### config.mk
export PLATFORM = sky130hd
export DESIGN_NAME = chr_sram_arbiter
export DESIGN_NICKNAME = d
export VERILOG_FILES = /design/src/rtl/chr_sram_pkg.sv /design/src/rtl/chr_sram_prio_sel.sv /design/src/rtl/chr_sram_arbiter.sv
export SDC_FILE = /design/constraint.sdc
export NUM_CORES = 1
export LEC_CHECK = 0
export ABC_AREA = 0
export CORE_MARGIN = 2
export CORE_UTILIZATION = 30
export CTS_CLUSTER_SIZE = 28
export DETAILED_ROUTE_END_ITERATION = 10
export MAX_ROUTING_LAYER = met4
export SLEW_MARGIN = 20
export SYNTH_ARGS = -nofsm -noshare
export SYNTH_HDL_FRONTEND = slang
export SYNTH_SLANG_ARGS = --single-unit
### constraint.sdc
create_clock -name i_clk -period 2.45 [get_ports i_clk]
set_input_delay 0.49 -clock i_clk [delete_from_list [all_inputs] [get_ports i_clk]]
set_output_delay 0.49 -clock i_clk [all_outputs]
set_load 0.03 [all_outputs]
### src/rtl/chr_sram_pkg.sv
// Shared definitions for the CHR SRAM arbiter and the CHR loader.
// Latency: none (types, constants and a pure address-mapping function).
// Backpressure: not applicable.
package chr_sram_pkg;

  typedef enum logic [2:0] {
    S_BOOT = 3'd0,
    S_IDLE = 3'd1,
    S_RD   = 3'd2,
    S_WR   = 3'd3,
    S_ACK  = 3'd4
  } state_t;

  // Write cycle: setup, two strobe-low phases, hold.
  localparam int WR_PHASES = 4;

  typedef struct packed {
    logic [19:0] word;  // SRAM word address
    logic        lane;  // 1 = upper byte, 0 = lower byte
  } chr_map_t;

  // CPU byte address to SRAM word and byte lane. Bit 3 selects the lane so
  // that the two 8-byte tile planes land side by side in one 16-bit word.
  function automatic chr_map_t map_cpu_addr(input logic [19:0] byte_addr);
    chr_map_t m;
    m.word = {1'b0, byte_addr[19:4], byte_addr[2:0]};
    m.lane = byte_addr[3];
    return m;
  endfunction

endpackage

### src/rtl/chr_sram_prio_sel.sv
// Grant selection between PPU and CPU with a starvation guard for the CPU.
// Latency: grants are combinational; the streak counter updates on the sampling cycle.
// Backpressure: requesters hold their request until acked; no grant unless sample is high.
module chr_sram_prio_sel #(
  parameter int STARVE_LIMIT = 8
) (
  input  logic clk,
  input  logic rst,
  input  logic sample,
  input  logic ppu_req,
  input  logic cpu_req,
  output logic grant_ppu,
  output logic grant_cpu
);

  logic [7:0] streak;

  // PPU wins ties unless it has already beaten a waiting CPU STARVE_LIMIT times.
  always_comb begin
    grant_ppu = 1'b0;
    grant_cpu = 1'b0;
    if (sample) begin
      if (ppu_req && cpu_req) begin
        if (streak == 8'(STARVE_LIMIT)) grant_cpu = 1'b1;
        else                            grant_ppu = 1'b1;
      end else if (ppu_req) begin
        grant_ppu = 1'b1;
      end else if (cpu_req) begin
        grant_cpu = 1'b1;
      end
    end
  end

  // Count consecutive PPU wins over a waiting CPU; anything else clears it.
  always_ff @(posedge clk) begin
    if (rst) begin
      streak <= '0;
    end else if (sample) begin
      if (grant_ppu && cpu_req) streak <= (streak == 8'hFF) ? streak : streak + 8'd1;
      else                      streak <= '0;
    end
  end

endmodule

### src/rtl/chr_sram_arbiter.sv
// CHR SRAM owner: loader passthrough during boot, then PPU/CPU arbitration onto the async SRAM.
// Latency: request seen in S_IDLE to ack is RD_WAIT+1 cycles for reads, 5 cycles for writes.
// Backpressure: requests are held until a one-cycle ack; one access in flight, PPU priority with CPU starvation guard.
module chr_sram_arbiter
  import chr_sram_pkg::*;
#(
  parameter int RD_WAIT          = 2,
  parameter int CPU_STARVE_LIMIT = 8
) (
  input  logic        i_clk,
  input  logic        i_rst,
  input  logic        i_ldr_done,
  input  logic [19:0] i_ldr_addr,
  input  logic [15:0] i_ldr_wdata,
  input  logic        i_ldr_oe_n,
  input  logic        i_ldr_we_n,
  input  logic        i_ldr_ub_n,
  input  logic        i_ldr_lb_n,
  output logic        o_ready,
  input  logic        i_ppu_req,
  input  logic [18:0] i_ppu_addr,
  output logic        o_ppu_ack,
  output logic [15:0] o_ppu_rdata,
  input  logic        i_cpu_req,
  input  logic        i_cpu_we,
  input  logic [19:0] i_cpu_addr,
  input  logic [7:0]  i_cpu_wdata,
  output logic        o_cpu_ack,
  output logic [7:0]  o_cpu_rdata,
  output logic [19:0] o_sram_addr,
  output logic [15:0] o_sram_wdata,
  input  logic [15:0] i_sram_rdata,
  output logic        o_sram_oe_n,
  output logic        o_sram_we_n,
  output logic        o_sram_ub_n,
  output logic        o_sram_lb_n
);

  state_t      state_q, state_d;
  logic [3:0]  phase_q, phase_d;
  logic        own_ppu_q, own_ppu_d;
  logic        lane_q, lane_d;
  logic [19:0] addr_q, addr_d;
  logic [15:0] wdata_q, wdata_d;
  logic        oe_n_q, we_n_q, ub_n_q, lb_n_q;
  logic        oe_n_d, we_n_d, ub_n_d, lb_n_d;
  logic        ppu_ack_q, cpu_ack_q, ppu_ack_d, cpu_ack_d;
  logic [15:0] ppu_rdata_q;
  logic [7:0]  cpu_rdata_q;
  logic        grant_ppu, grant_cpu;
  logic        rd_last;
  chr_map_t    cpu_map;

  assign cpu_map = map_cpu_addr(i_cpu_addr);
  assign rd_last = (state_q == S_RD) && (phase_q == 4'(RD_WAIT - 1));

  chr_sram_prio_sel #(
    .STARVE_LIMIT(CPU_STARVE_LIMIT)
  ) u_prio_sel (
    .clk       (i_clk),
    .rst       (i_rst),
    .sample    (state_q == S_IDLE),
    .ppu_req   (i_ppu_req),
    .cpu_req   (i_cpu_req),
    .grant_ppu (grant_ppu),
    .grant_cpu (grant_cpu)
  );

  // Next state, phase counter and the address/data latched for the access in flight.
  always_comb begin
    state_d   = state_q;
    phase_d   = phase_q;
    own_ppu_d = own_ppu_q;
    lane_d    = lane_q;
    addr_d    = addr_q;
    wdata_d   = wdata_q;
    case (state_q)
      S_BOOT: begin
        if (i_ldr_done) state_d = S_IDLE;
      end
      S_IDLE: begin
        phase_d = '0;
        if (grant_ppu) begin
          state_d   = S_RD;
          own_ppu_d = 1'b1;
          lane_d    = 1'b0;
          addr_d    = {1'b0, i_ppu_addr};
          wdata_d   = '0;
        end else if (grant_cpu) begin
          state_d   = i_cpu_we ? S_WR : S_RD;
          own_ppu_d = 1'b0;
          lane_d    = cpu_map.lane;
          addr_d    = cpu_map.word;
          if (!i_cpu_we)         wdata_d = '0;
          else if (cpu_map.lane) wdata_d = {i_cpu_wdata, 8'h00};
          else                   wdata_d = {8'h00, i_cpu_wdata};
        end
      end
      S_RD: begin
        if (rd_last) begin
          state_d = S_ACK;
          phase_d = '0;
          addr_d  = '0;
          wdata_d = '0;
        end else begin
          phase_d = phase_q + 4'd1;
        end
      end
      S_WR: begin
        if (phase_q == 4'(WR_PHASES - 1)) begin
          state_d = S_ACK;
          phase_d = '0;
          addr_d  = '0;
          wdata_d = '0;
        end else begin
          phase_d = phase_q + 4'd1;
        end
      end
      S_ACK: begin
        state_d = S_IDLE;
      end
      default: begin
        state_d = S_BOOT;
      end
    endcase
  end

  // Strobes and acks decoded from the next state so the SRAM pins come straight from flops.
  always_comb begin
    oe_n_d    = 1'b1;
    we_n_d    = 1'b1;
    ub_n_d    = 1'b1;
    lb_n_d    = 1'b1;
    ppu_ack_d = 1'b0;
    cpu_ack_d = 1'b0;
    case (state_d)
      S_RD: begin
        oe_n_d = 1'b0;
        ub_n_d = !(own_ppu_d || lane_d);
        lb_n_d = !(own_ppu_d || !lane_d);
      end
      S_WR: begin
        we_n_d = !((phase_d == 4'd1) || (phase_d == 4'd2));
        ub_n_d = !lane_d;
        lb_n_d = lane_d;
      end
      S_ACK: begin
        ppu_ack_d = own_ppu_d;
        cpu_ack_d = !own_ppu_d;
      end
      default: ;
    endcase
  end

  // State, access and pin registers; reset abandons any access without an ack.
  always_ff @(posedge i_clk) begin
    if (i_rst) begin
      state_q   <= S_BOOT;
      phase_q   <= '0;
      own_ppu_q <= 1'b0;
      lane_q    <= 1'b0;
      addr_q    <= '0;
      wdata_q   <= '0;
      oe_n_q    <= 1'b1;
      we_n_q    <= 1'b1;
      ub_n_q    <= 1'b1;
      lb_n_q    <= 1'b1;
      ppu_ack_q <= 1'b0;
      cpu_ack_q <= 1'b0;
    end else begin
      state_q   <= state_d;
      phase_q   <= phase_d;
      own_ppu_q <= own_ppu_d;
      lane_q    <= lane_d;
      addr_q    <= addr_d;
      wdata_q   <= wdata_d;
      oe_n_q    <= oe_n_d;
      we_n_q    <= we_n_d;
      ub_n_q    <= ub_n_d;
      lb_n_q    <= lb_n_d;
      ppu_ack_q <= ppu_ack_d;
      cpu_ack_q <= cpu_ack_d;
    end
  end

  // Capture read data on the last OE cycle; values hold until the owner's next read.
  always_ff @(posedge i_clk) begin
    if (i_rst) begin
      ppu_rdata_q <= '0;
      cpu_rdata_q <= '0;
    end else if (rd_last) begin
      if (own_ppu_q)   ppu_rdata_q <= i_sram_rdata;
      else if (lane_q) cpu_rdata_q <= i_sram_rdata[15:8];
      else             cpu_rdata_q <= i_sram_rdata[7:0];
    end
  end

  // During boot the loader drives the SRAM directly.
  always_comb begin
    if (state_q == S_BOOT) begin
      o_sram_addr  = i_ldr_addr;
      o_sram_wdata = i_ldr_wdata;
      o_sram_oe_n  = i_ldr_oe_n;
      o_sram_we_n  = i_ldr_we_n;
      o_sram_ub_n  = i_ldr_ub_n;
      o_sram_lb_n  = i_ldr_lb_n;
    end else begin
      o_sram_addr  = addr_q;
      o_sram_wdata = wdata_q;
      o_sram_oe_n  = oe_n_q;
      o_sram_we_n  = we_n_q;
      o_sram_ub_n  = ub_n_q;
      o_sram_lb_n  = lb_n_q;
    end
  end

  assign o_ready     = (state_q != S_BOOT);
  assign o_ppu_ack   = ppu_ack_q;
  assign o_cpu_ack   = cpu_ack_q;
  assign o_ppu_rdata = ppu_rdata_q;
  assign o_cpu_rdata = cpu_rdata_q;

endmodule

# Yosys cells after proc, flatten, opt, wreduce, memory -nomap -nowiden
# Cells that the tools add are included.
[classes] mux=49 n_addsub=2 n_reduce_logical=20 bitwise=3 eq_ne=17
[ops] operator="two-way mux 16 bit" n=7
[ops] operator="two-way mux 20 bit" n=5
[ops] operator="case mux 20 bit (3 select lines)" n=1
[ops] operator="case mux 16 bit (3 select lines)" n=1
[ops] operator="two-way mux 8 bit" n=3
[ops] operator="two-way mux 1 bit" n=21
[ops] operator="two-way mux 3 bit" n=5
[ops] operator="case mux 3 bit (5 select lines)" n=1
[ops] operator="equality test 3 x 2 -> 1 bit, second input constant" n=4
[ops] operator="case mux 4 bit (3 select lines)" n=1
[ops] operator="adder 8 x 1 -> 8 bit, second input constant" n=1
[ops] operator="equality test 4 x 1 -> 1 bit, second input constant" n=2
[ops] operator="equality test 4 x 2 -> 1 bit, second input constant" n=2
[ops] operator="equality test 8 x 4 -> 1 bit, second input constant" n=1
[ops] operator="equality test 8 bit, second input constant" n=1
[ops] operator="two-way mux 4 bit" n=2
[ops] operator="equality test 3 bit, second input constant" n=2
[ops] operator="inequality test 2 bit, second input constant" n=3
[ops] operator="AND reduction 2 bit" n=3
[ops] operator="nonzero test 3 bit" n=2
[ops] operator="zero test 1 bit" n=5
[ops] operator="adder 4 x 1 -> 4 bit, second input constant" n=1
[ops] operator="case mux 1 bit (2 select lines)" n=2
[ops] operator="AND reduction 4 bit" n=1
[ops] operator="other kinds (7)" n=14
[word_totals] inputBits=109 register_bits=83 output_inout_bits=67 elab_cells=106

# Longest topological paths before layout
[depth] depth_word=11 mapped_depth=9

# Modules after synthesis
# Synthesis repeated with hierarchy kept, for this count alone.
[hier_totals] hier_cells=465 hier_area_um2=4182.8
[by_module_without_submodules] mod="chr_sram_arbiter" area_per_inst_um2=3647.2 instances=1 cells_per_inst=401
[by_module_without_submodules] mod="chr_sram_prio_sel" area_per_inst_um2=535.5 instances=1 cells_per_inst=64

# Least setup slack after synthesis
# No wires, ideal clock.
[synth_path] path_kind="reg2out" start="register state_q[1]" end="output o_sram_wdata[10]" t_required_ns=1.960 n_path_buf=2 t_arrival_ns=1.598 slack_ns=0.362 stages_incl_launch_ff=5 path_cell_list="dfxtp_1 buf_2 nor3_1 clkbuf_1 mux2_2"
[synth_via] elab_chain_cells=2
[synth_lines] element="from (decl)" line_no="chr_sram_arbiter.sv:39" source="state_t state_q, state_d;"
[synth_lines] element="from (signal assigned)" line_no="chr_sram_arbiter.sv:171" source="state_q <= state_d;"
[synth_lines] element="zero test 3 bit" line_no="chr_sram_arbiter.sv:200" source="if (state_q == S_BOOT) begin"
[synth_lines] element="two-way mux 16 bit" line_no="chr_sram_arbiter.sv:200"
[synth_lines] element="to (decl)" line_no="chr_sram_arbiter.sv:31" source="output logic [15:0] o_sram_wdata,"
# Every way passes these cells.

# Worst setup path in the final report
[layout_path] start="register state_q[0]" end="output o_sram_wdata[1]"
# Same word-level chain as after synthesis.

==> impl_metrics.json <==
{
  "outcome": "finished clean",
  "fin_ws_ns": 0.0526,
  "grt_pass1_vias": 3770,
  "synth_ff_type": "dfxtp_1",
  "synth_area_per_cell_um2": 9.87,
  "fin_crit_sh_pct": 97.9,
  "synth-async-reset-ratio_pct": 0,
  "area_growth_pct": 54.4,
  "clk_latency_ns": 0.34,
  "layout_common_cells": "clkdlybuf4s50_1, dfxtp_1, nor2_1, mux2i_1, mux2_2",
  "ys_types": 53,
  "syn_nets": 527,
  "worst_clock_skew_ns": 0.00492,
  "finalSetupViolations": 0,
  "layout_commonest_cell": "clkdlybuf4s50_1",
  "timing.fmax_mhz": 417,
  "critPathRequiredTime_ns": 1.96,
  "initial_core_util_pct": 30.7,
  "hp-class": "primary input to flop",
  "end_kind": "primary output",
  "powerDensity_nw_per_um2": 636,
  "die-area_um2": 14600,
  "slew-limit-headroom_pct": 61.5,
  "antenna_found_initial": 0,
  "synth_enable_flop_cells": 0,
  "dp.final_hpwl_um": 8860,
  "ys_seq_elements": 82,
  "critPathMaxFanout": 17,
  "drtIter0Drc": 128,
  "grt_first_pass_wirelength_um": 18500,
  "cts_tree": "built",
  "cp-start-kind": "flop",
  "critPathKind": "flop to primary output",
  "rows": 42,
  "cap_violations": 0,
  "ys_seq_area_share_pct": 40.2,
  "leakage_nw": 2.58,
  "via_per_inst": 4.72,
  "wl_per_cell_um": 15.4,
  "finalCriticalPeriod_ns": 2.40,
  "cts-buffers-inserted": 9,
  "clkTransAtPathRegs_ns": 0.06,
  "clockBufferDepth": 2,
  "grt_max_degree": 46,
  "slew_viol_final": 0,
  "worst_pin_slew_ns": 0.577,
  "syn_area_um2": 4090,
  "fin_setup_tns_ns": 0,
  "die_h_um": 121,
  "track_usage_pct": 16.7,
  "io_pins": 176,
  "ys_warn_count": 0,
  "post-place-ws_ns": 0.0598,
  "ir_drop_v": 0.000470,
  "first_pass_iters": 6,
  "arrival_ns": 1.91,
  "grt_overflow": 0,
  "gp_congestion": 0.830,
  "final_nets": 702,
  "fill_cells": 1301,
  "num_antenna_cells": 0,
  "vias": 3637,
  "die_w_um": 121,
  "port_buffers": 175,
  "ant_nets": 0,
  "synth_cells": 414,
  "core_um2": 13300,
  "drc": 0,
  "finalHoldViolations": 0,
  "wirelength_um": 11900,
  "htreeDepth": 3,
  "cts_sinks": 82,
  "root_buffer": "clkbuf_16",
  "drive_above_1_share_pct": 18.0
}
-- critical path, stage by stage, from the launching register on --
cell and delay, ns:
dfxtp_1 0.34, nor3_4 0.17, buf_4 0.18, buf_8 0.19, mux2_2 0.35, clkdlybuf4s15_1 0.34
-- repair_timing --
action,4_1_cts,5_1_grt
cloned,0,2
hold buffers,0,0
setup endpoints to repair,38,34
setup buffers,0,1
pin swaps,0,1
resized for setup,38,30
-- synth_stat cells, types with 5 or more instances --
cell type | count | area (µm²)
o2bb2ai_1 | 9 | 78.8
a211oi_1 | 10 | 75.1
nand3_1 | 20 | 100
xnor2_1 | 5 | 43.8
mux2_2 | 39 | 439
inv_1 | 7 | 26.3
o21ai_0 | 5 | 25.0
dfxtp_1 | 82 | 1640
nor2_1 | 44 | 165
clkbuf_1 | 8 | 30.0
mux2i_1 | 44 | 440
nand2_1 | 27 | 101
buf_2 | 7 | 35.0
a21oi_1 | 25 | 125
buf_4 | 6 | 45.0
o2bb2ai_2 | 10 | 150
-- worst paths after layout --
check	cells past startpoint	slack, ns	startpoint	to
min	2	0.42	i_rst	own_ppu_q
min reg2reg	1	0.46	addr_q[18]	addr_q[18]
max	5	0.05	state_q[0]	o_sram_wdata[1]
max reg2reg	6	0.41	state_q[0]	addr_q[1]
-- through the flow --
stage | total power, mW | utilization [%] | hold WS, ns | std cells | instance area [µm²]
6_report | 4.01 | 47.4 | 0.423 | 770 | 6310
5_1_grt | 4.20 | 47.4 | 0.452 | 770 | 6310
4_1_cts | 4.05 | 47.4 | 0.406 | 767 | 6300
3_5_place_dp | 2.57 | 45.2 | 0.447 | 751 | 6010
3_3_place_gp | 2.56 | 45.2 | 0.444 | 751 | 6010
2_1_floorplan | 2.09 | - | 0.429 | 414 | 4090
-- state kept, by name, summed over array words and instances (netlist names), 3 cells and up --
register,flops
state_q,3
addr_q,19
wdata_q,16
u_prio_sel.streak,8
o_cpu_rdata,8
phase_q,4
o_ppu_rdata,16
-- cell families after synthesis --
logic type	Yosys count	synth area share, %
AO/OA/AOI/OAI	73	14.1
flip-flops	82	40.2
adder cells (fa/ha/maj)	4	1.23
multiplexers	83	21.5
XOR/XNOR	9	1.93
buffers and inverters	35	4.75
AND/OR/NAND/NOR	128	16.3
-- power breakdown --
| group | internal, mW | switching [mW] |
|---|---|---|
| sequential | 1.38 | 0.0398 |
| combinational | 0.510 | 0.565 |
| clock | 0.990 | 0.526 |
| total | 2.88 | 1.13 |
-- layer usage --
| metal | vias up | track usage, % | wire length, µm |
|---|---|---|---|
| met5 | - | - | 0 |
| met4 | 0 | 5.23 | 146 |
| met3 | 10 | 5.61 | 892 |
| met2 | 121 | 28.5 | 5830 |
| met1 | 1667 | 18.3 | 5020 |
| li1 | 1839 | - | - |
-- final cells by class --
class | instances | area [µm²] | area share, %
Timing Repair Buffer | 191 | 1820 | 28.9
Inverter | 8 | 30.0 | 0.476
Clock inverter | 6 | 105 | 1.67
Sequential cell | 82 | 1640 | 26.0
Multi-Input combinational cell | 297 | 2260 | 35.8
Clock buffer | 10 | 229 | 3.63
Tap cell | 176 | 220 | 3.49
Note: power is estimated with default switching activity, not from simulation.
